$ cat config.mk
export PLATFORM = sky130hd
export DESIGN_NAME = load_store_unit
export DESIGN_NICKNAME = d
export VERILOG_FILES = /design/src/rtl/load_store_unit.sv
export SDC_FILE = /design/constraint.sdc
export NUM_CORES = 1
export LEC_CHECK = 0
export CAP_MARGIN = 10
export CORE_MARGIN = 10
export CORE_UTILIZATION = 44
export DETAILED_ROUTE_END_ITERATION = 10
export GPL_TIMING_DRIVEN = 0
export MAX_ROUTING_LAYER = met4
export PLACE_DENSITY = 0.82
export SYNTH_ARGS = -nofsm -noshare
export SYNTH_HDL_FRONTEND = slang
export SYNTH_SLANG_ARGS = --single-unit
$ cat constraint.sdc
create_clock -name i_clk -period 1.9 [get_ports i_clk]
set_input_delay 0.285 -clock i_clk [delete_from_list [all_inputs] [get_ports i_clk]]
set_output_delay 0.285 -clock i_clk [all_outputs]
set_load 0.01 [all_outputs]
$ cat src/rtl/load_store_unit.sv
// load_store_unit: retires EX results to writeback or runs them as aligned loads/stores on a req/gnt/rvalid bus
module load_store_unit #(
  parameter int unsigned TIMEOUT_CYCLES = 0
) (
  input  logic        i_clk,
  input  logic        i_rst_n,
  input  logic        i_valid,
  input  logic        i_is_reg_write,
  input  logic        i_is_mem_read,
  input  logic        i_is_mem_write,
  input  logic [31:0] i_mem_address,
  input  logic [4:0]  i_rd_id,
  input  logic [31:0] i_mem_data,
  input  logic [31:0] i_reg_data,
  input  logic [2:0]  i_mem_funct3,
  output logic        o_stall,
  output logic        o_dmem_req,
  output logic        o_dmem_we,
  output logic [31:0] o_dmem_addr,
  output logic [31:0] o_dmem_wdata,
  output logic [3:0]  o_dmem_be,
  input  logic        i_dmem_gnt,
  input  logic        i_dmem_rvalid,
  input  logic [31:0] i_dmem_rdata,
  output logic        o_wb_enable,
  output logic [4:0]  o_wb_rd_id,
  output logic [31:0] o_wb_data,
  output logic        o_misaligned,
  output logic        o_bus_error
);
  typedef enum logic [1:0] {IDLE, REQ, WAIT_RESP} state_e;
  state_e      state_q, state_d;
  logic [31:0] addr_q, addr_d, data_q, data_d, wb_data_q, wb_data_d, cnt_q, cnt_d;
  logic [2:0]  f3_q, f3_d;
  logic [4:0]  rd_q, rd_d, wb_rd_q, wb_rd_d;
  logic        st_q, st_d, wb_en_q, wb_en_d, mis_q, mis_d, berr_q, berr_d;
  logic        mis, timeout;
  logic [1:0]  off;
  logic [3:0]  be;
  logic [31:0] wd, shifted, ld_val;
  // funct3[1:0] encodes size (00 byte, 01 half, else word); bit 2 selects zero extension
  assign mis     = i_mem_funct3[1:0] == 2'b00 ? 1'b0 :
                   i_mem_funct3[1:0] == 2'b01 ? i_mem_address[0] : |i_mem_address[1:0];
  assign timeout = TIMEOUT_CYCLES != 0 && cnt_q == 32'(TIMEOUT_CYCLES - 1);
  assign off     = addr_q[1:0];
  assign shifted = i_dmem_rdata >> {off, 3'b000};
  assign ld_val  = f3_q[1:0] == 2'b00 ? {{24{~f3_q[2] & shifted[7]}}, shifted[7:0]} :
                   f3_q[1:0] == 2'b01 ? {{16{~f3_q[2] & shifted[15]}}, shifted[15:0]} : i_dmem_rdata;
  assign be      = !st_q ? 4'hF : f3_q[1:0] == 2'b00 ? 4'b0001 << off :
                   f3_q[1:0] == 2'b01 ? 4'b0011 << off : 4'hF;
  assign wd      = f3_q[1:0] == 2'b00 ? {4{data_q[7:0]}} :
                   f3_q[1:0] == 2'b01 ? {2{data_q[15:0]}} : data_q;
  assign o_stall      = state_q != IDLE;
  assign o_dmem_req   = state_q == REQ;
  assign o_dmem_we    = o_dmem_req & st_q;
  assign o_dmem_addr  = o_dmem_req ? {addr_q[31:2], 2'b00} : '0;
  assign o_dmem_be    = o_dmem_req ? be : '0;
  assign o_dmem_wdata = o_dmem_req ? wd : '0;
  assign o_wb_enable  = wb_en_q;
  assign o_wb_rd_id   = wb_rd_q;
  assign o_wb_data    = wb_data_q;
  assign o_misaligned = mis_q;
  assign o_bus_error  = berr_q;
  // next state: accept in IDLE, hold request until grant, wait for read data, abort on timeout
  always_comb begin
    state_d   = state_q;
    addr_d    = addr_q;
    data_d    = data_q;
    f3_d      = f3_q;
    rd_d      = rd_q;
    st_d      = st_q;
    wb_en_d   = 1'b0;
    wb_rd_d   = wb_rd_q;
    wb_data_d = wb_data_q;
    mis_d     = 1'b0;
    berr_d    = 1'b0;
    case (state_q)
      IDLE: if (i_valid) begin
        if (i_is_mem_read || i_is_mem_write) begin
          if (mis) mis_d = 1'b1;
          else begin
            state_d = REQ;
            addr_d  = i_mem_address;
            data_d  = i_mem_data;
            f3_d    = i_mem_funct3;
            rd_d    = i_rd_id;
            st_d    = ~i_is_mem_read;
          end
        end else if (i_is_reg_write) begin
          wb_en_d   = |i_rd_id;
          wb_rd_d   = i_rd_id;
          wb_data_d = i_reg_data;
        end
      end
      REQ: if (i_dmem_gnt) state_d = st_q ? IDLE : WAIT_RESP;
      else if (timeout) begin
        state_d = IDLE;
        berr_d  = 1'b1;
      end
      WAIT_RESP: if (i_dmem_rvalid) begin
        state_d   = IDLE;
        wb_en_d   = |rd_q;
        wb_rd_d   = rd_q;
        wb_data_d = ld_val;
      end else if (timeout) begin
        state_d = IDLE;
        berr_d  = 1'b1;
      end
      default: state_d = IDLE;
    endcase
  end
  // timeout counter restarts on every state change and sits at zero in IDLE
  assign cnt_d = (state_q == IDLE || state_d != state_q) ? '0 : cnt_q + 32'd1;
  // state and output registers
  always_ff @(posedge i_clk or negedge i_rst_n) begin
    if (!i_rst_n) begin
      state_q   <= IDLE;
      cnt_q     <= '0;
      addr_q    <= '0;
      data_q    <= '0;
      f3_q      <= '0;
      rd_q      <= '0;
      st_q      <= 1'b0;
      wb_en_q   <= 1'b0;
      wb_rd_q   <= '0;
      wb_data_q <= '0;
      mis_q     <= 1'b0;
      berr_q    <= 1'b0;
    end else begin
      state_q   <= state_d;
      cnt_q     <= cnt_d;
      addr_q    <= addr_d;
      data_q    <= data_d;
      f3_q      <= f3_d;
      rd_q      <= rd_d;
      st_q      <= st_d;
      wb_en_q   <= wb_en_d;
      wb_rd_q   <= wb_rd_d;
      wb_data_q <= wb_data_d;
      mis_q     <= mis_d;
      berr_q    <= berr_d;
    end
  end
endmodule

==> results of run 1 <==
state kept, by name (all words and copies together), names as in the netlist:
register and cells:
f3_q 3, o_misaligned 1, addr_q 32, rd_q 5, data_q 32, o_wb_rd_id 5, o_wb_enable 1, st_q 1
o_wb_data 32, state_q 2
per-layer routing:
layer	vias to the layer above	wire length [um]	track usage, %
met5	-	0	-
met3	42	2110	8.54
met2	279	12100	41.1
li1	2707	-	-
met4	0	555	8.62
met1	2909	9630	27.4
critical path: stages, from the launching register on:
cell     delay [ns]
dfrtp_1        0.41
buf_8          0.15
nor2_4         0.14
buf_8          0.14
buf_6          0.10
nand2_2        0.05
a21oi_2        0.15
buf_2          0.16
final timing paths:
path                                     from              end  slack (ns)
worst max-delay path                  f3_q[1]  o_dmem_wdata[9]       -0.10
worst min-delay path                  i_rst_n     o_wb_data[0]        0.36
worst max register to register      addr_q[0]    o_wb_data[24]        0.02
worst min register to register  o_wb_rd_id[3]    o_wb_rd_id[3]        0.49
max in group asynchronous             i_rst_n        data_q[4]        0.82
min in group i_clk                 i_dmem_gnt       state_q[1]        0.47
kinds of logic (layout without fill, tap and decap cells):
logic type / after synthesis / count (layout) / synth area share (%)
mux: 121 / 121 / 20.9
fa+ha+maj: 4 / 4 / 0.799
other cells: 1 / 5 / 0.0599
simple gates: 161 / 161 / 13.1
compound gates: 125 / 125 / 15.1
flops: 114 / 114 / 45.6
buf+inv: 58 / 370 / 4.56
where the power goes:
group / internal, mW / switching, mW / leakage (nW)
sequential: 3.47 / 0.758 / 1.34
combinational: 3.79 / 3.23 / 2.97
clock: 1.97 / 1.07 / 0.269
layout make-up:
class,instances,area share [%]
inverters,10,0.542
diodes,2,0.0492
multi-input cells,414,33.8
flip-flops and latches,114,28.1
well taps,180,2.22
clock buffers,23,4.60
plain buffers,44,4.62
clock inverters,6,0.812
repair buffers,287,25.3
through the flow:
| stage | hold slack (ns) | cells | util, % | setup slack (ns) | TNS (ns) |
|---|---|---|---|---|---|
| after floorplan | -0.0106 | 586 | - | 0.177 | 0 |
| final | 0.358 | 1080 | 73.0 | -0.101 | -1.35 |
| after global placement | 0.469 | 1016 | 64.6 | -3.86 | -502.50 |
| after global routing | 0.392 | 1080 | 73.0 | -0.142 | -2.63 |
| after CTS | 0.367 | 1073 | 71.1 | -0.164 | -1.93 |
| after detailed placement | 0.227 | 1017 | 64.8 | -0.749 | -68.70 |
placed cells by master, fill, tap and decap left out, drive strengths merged, types with 2 or more instances in the layout:
| master | instances |
|---|---|
| a211oi | 2 |
| a21oi | 45 |
| a222oi | 7 |
| a22o | 2 |
| a2bb2oi | 19 |
| a41oi | 8 |
| and2 | 40 |
| buf | 137 |
| bufinv | 2 |
| clkbuf | 35 |
| clkdlybuf4s50 | 180 |
| clkinv | 4 |
| conb | 3 |
| dfrtp | 114 |
| diode | 2 |
| ha | 4 |
| inv | 9 |
| mux2 | 73 |
| mux2i | 48 |
| nand2 | 49 |
| nand2b | 22 |
| nor2 | 35 |
| nor2b | 2 |
| nor3 | 2 |
| o21ai | 11 |
| o221ai | 7 |
| o22ai | 2 |
| o2bb2ai | 6 |
| o31ai | 7 |
| or2 | 2 |
| or4 | 3 |
repair_timing:
| item | 4_1_cts | 5_1_grt |
|---|---|---|
| setup endpoints to repair | 147 | 92 |
| pin swaps | 8 | 21 |
| resized for setup | 389 | 72 |
| hold endpoints to repair | 40 | 0 |
| setup buffers | 26 | 7 |
| hold buffers | 1 | 0 |
| gates cloned | 2 | 2 |
==> metrics.txt, run 1 <==
Root Buffer=clkbuf_16; failing checks=setup timing; fillcell total=950; startpoint type of the worst setup path=register; post-synth top area share=45.6%; Reg clk slew, reported paths=0.05 ns; async set-reset flop share out of synthesis=100%; CTS tree=done; initial antenna violation count=2; Synth area leader=dfrtp_1; maximum fanout along the worst path=5; dominant cells by area after synthesis=dfrtp_1 46%, mux2_2 13%, mux2i_1 7.5%, and2_1 4.0%, nand2_1 2.9%; power after layout=14.3 mW; Initial DRC Count=550; CTS Buffer Depth=2; final worst path period share=105%; via count=5,937; initial core utilization=44.9%; Peak supply drop=891 uV; first-pass GRT wire length=37,200 um; Max Fclk=0.500 GHz; Worst-Margin Slew=0.459 ns; vias in the first global route=6,454; post-route cell area=10,200 um2; clock skew=0.00568 ns; RSZ-0062 raised after global routing=true; element type at the critical path end=primary output; port buffer count=250; area growth from synthesis to layout=62.3%; Fin. Hold Viols=0; vias per cell=5.50; Post-Synthesis Cells=584; Unique masters post-synth=54; Worst slew margin=68.5%; num rows=43; Post-DRT Antenna Nets=0; synthesized area=6260 um2; GR Util All Layers=24.9%; HPWL after DPL=17,900 um; Die Ht=139 um; area occupied by multi-input gates=3430 um2; #FFs+latches synth=114; Post-synth EDFFs=0; layout cell share with drive strength beyond 1=36.3%; Pre-antenna DRT Iters=5; final WL=24,400 um; cell with the most instances after synthesis=dfrtp_1; Die ar.=19,400 um2; drc violations=0; pwr/cell area=1410 nW/um2; CP Class=register to primary output; fin crit period=2.00 ns; worst hold path class=input pin to asynchronous set/reset pin; Die W=139 um; Max Cap Viol=0; syn_area_per_cell=10.7 um2; Final setup viols=24; Core Region=13,900 um2; leak pwr=4.58 nW; Routed wire per std cell=22.6 um; I/O pins=255; worst setup slack after layout=-0.101 ns; yosys warns=0; Worst R2R Path Depth=7; CTS sink count=114; Pins Over Slew Limit=0; Synth top cells by count=114 x dfrtp_1, 73 x mux2_2, 49 x nand2_1; sequential share of the synthesized area=45.6%; CP required=1.62 ns; total grt overflow=0; Synth Flop Type=dfrtp_1; register area=2860 um2; arrival time at the worst endpoint=1.72 ns; gpl congestion=0.935; CTS Buf Count=17; worst skew pair latency=0.42 ns; Nets=1,036; largest net degree at the start of global routing=75; Placed Area=9030 um2; CTS H-tree lvls=4; status=finished with violations
Note: power is estimated with default switching activity, not from simulation.
==> run 2: changes to the inputs <==
- CORE_MARGIN: 10 -> default
==> run 2 against run 1 <==
Compared with the run above:
- the run still ends with setup timing left
- die area decreased by 24%
- sequential share of layout area decreased by 1.1 points
- worst setup slack got worse by 0.030 ns
- first-iteration DRC count fell by 36%
- register-to-register slack is essentially flat
- total power rose by 2.7%
- clock skew barely moved
- count of clock-buffer cells in the layout fell by 5
- global-route usage grew 6.1 points
- largest power group unchanged
==> metrics.txt, run 2 (synthesis gave the netlist of run 1 again) <==
Root Buffer=clkbuf_16; port buffer count=250 (unchanged); vias per cell=5.60 (+1.9%); area growth from synthesis to layout=68.8%; Layout Cells excl Fill=1,099 (+1.8%); I/O pins=255 (unchanged); Final setup viols=34 (+42%); R2R setup slack=0.02 ns (about the same); commonest non-fill, non-tap cell in the layout=clkdlybuf4s50_1; Die Ht=121 um (-13%); logic gate share of total power=49.3% (about the same); CP required=1.62 ns (about the same); CP Class=register to primary output; CTS tree=done; Worst slew margin=64.8% (-3.7 points); drc violations=0 (unchanged); total grt overflow=0 (unchanged); GR Util All Layers=31.0% (+6.1 points); via count=6,159 (+3.7%); CTS H-tree lvls=4 (unchanged); gpl congestion=0.932 (-0.34%); sw frac=35.7% (+0.29 points); largest net degree at the start of global routing=85 (+13%); pwr/cell area=1390 nW/um2 (-1.2%); Nets=1,053 (+1.6%); initial antenna violation count=1 (-1); Worst R2R Path Depth=6 (-1); clock skew=0.00580 ns (+0.000122 ns); fillcell total=873 (-8.1%); worst skew pair latency=0.42 ns (about the same); Core Region=13,900 um2 (-0.39%); Final Core Density=76.2% (+3.2 points); Worst R2R Start=f3_q[1]; status=finished with violations; worst hold path class=input pin to asynchronous set/reset pin; maximum fanout along the worst path=7 (+2); Max Cap Viol=0 (unchanged); Die W=121 um (-13%); CTS sink count=114 (unchanged); final WL=22,900 um (-6.2%); post-route cell area=10,600 um2 (+4.0%); startpoint type of the worst setup path=register; CTS Buffer Depth=2 (unchanged); first-pass GRT wire length=33,300 um (-10%); failing checks=setup timing; RSZ-0062 raised after global routing=true; CTS Buf Count=17 (unchanged); Routed wire per std cell=20.8 um (-7.8%); Post-DRT Antenna Nets=0 (unchanged); most frequent cells in the layout=180 x clkdlybuf4s50_1, 111 x dfrtp_1, 73 x mux2_2; Peak supply drop=788 uV (-12%); worst setup slack after layout=-0.131 ns (-0.0303 ns); Worst-Margin Slew=0.528 ns (+0.0692 ns); fin crit period=2.03 ns (+0.0303 ns); initial core utilization=45.1% (+0.17 points); cell total after placement=1,017 (unchanged); num rows=43 (unchanged); Pins Over Slew Limit=0 (unchanged); sw power=5.24 mW (+3.6%); FF-to-FF End=o_wb_data[10]; final worst path period share=107% (+1.6 points); Fin. Hold Viols=0 (unchanged); Placed Area=9030 um2 (unchanged); layout cell share with drive strength beyond 1=40.8% (+4.5 points); Initial DRC Count=352 (-36%); Max Fclk=0.492 GHz (-1.5%); Pre-antenna DRT Iters=6 (+1); Int Pwr=9.44 mW (+2.3%); share of total power in the clock network=21.9% (+0.6 points); element type at the critical path end=primary output; Reg clk slew, reported paths=0.06 ns (about the same); Flop pwr share=28.8% (-0.8 points); arrival time at the worst endpoint=1.75 ns (+0.03 ns); Die ar.=14,700 um2 (-24%); HPWL after DPL=15,600 um (-13%); vias in the first global route=6,217 (-3.7%); leak pwr=4.76 nW (+4.0%)
## run 2: through the flow
| step | setup WS (ns) | total power [mW] | hold WS, ns | TNS [ns] |
|---|---|---|---|---|
| finish | -0.131 | 14.7 | 0.327 | -2.28 |
| global route | -0.192 | 15.4 | 0.367 | -4.22 |
| CTS | -0.150 | 14.0 | 0.336 | -2.36 |
| detailed placement | -0.771 | 9.85 | 0.187 | -60.38 |
| global placement | -3.85 | 9.64 | 0.466 | -493.71 |
| floorplan | 0.177 | 7.15 | -0.0106 | 0 |
## run 2: worst max path at each step
| stage | from | cells after the start | slack [ns] | endpoint |
|---|---|---|---|---|
| after floorplan | addr_q[1] | 6 | 0.18 | o_dmem_be[2] |
| after global placement | i_rst_n | 1 | -3.85 | data_q[18] |
| after detailed placement | f3_q[1] | 6 | -0.77 | o_dmem_wdata[24] |
| after CTS | state_q[1] | 5 | -0.15 | o_dmem_wdata[24] |
| after global routing | f3_q[0] | 8 | -0.19 | o_dmem_wdata[26] |
| final | f3_q[0] | 7 | -0.13 | o_dmem_wdata[14] |
## run 2: cell type report
class	instances	area [um2]	share of cell area, %
tap	180	225	2.13
sequential	114	2860	27.0
timing repair buffer	307	2940	27.8
buffer	41	405	3.83
inverter	10	65.1	0.615
multi-input combinational	414	3490	33.0
clock inverter	14	155	1.47
antenna	1	2.50	0.0237
clock buffer	18	439	4.15
## run 2: layer usage
layer  GRT usage, %  vias up  routed length (um)
met4           12.2        0                 690
met1           36.6     3016                9030
met5              -        -                   0
met3           6.39       58                1720
met2           51.7      341               11500
li1               -     2744                   -
## run 2: timing repair
item                                   in CTS  in global routing
gates cloned                                4                  2
gates resized for setup                   394                137
pin swaps                                  22                 26
endpoints found under the hold margin      30                  0
hold buffers                                1                  0
setup buffers                              39                 12
setup endpoints to repair                  92                159
## run 2: power groups by stage
stage	clock network (mW)	logic, mW	registers (mW)
2_1_floorplan	0	3.00	4.15
3_3_place_gp	0	5.54	4.10
3_5_place_dp	0	5.69	4.17
4_1_cts	3.23	6.58	4.15
5_1_grt	3.37	7.66	4.33
6_report	3.22	7.23	4.23
## run 2: worst max-delay path, stage by stage (launching register included)
cell and delay, ns:
dfrtp_1 0.38, buf_6 0.14, buf_6 0.12, or2_4 0.29
buf_6 0.15, nand2_4 0.05, a21oi_2 0.05, buf_2 0.15
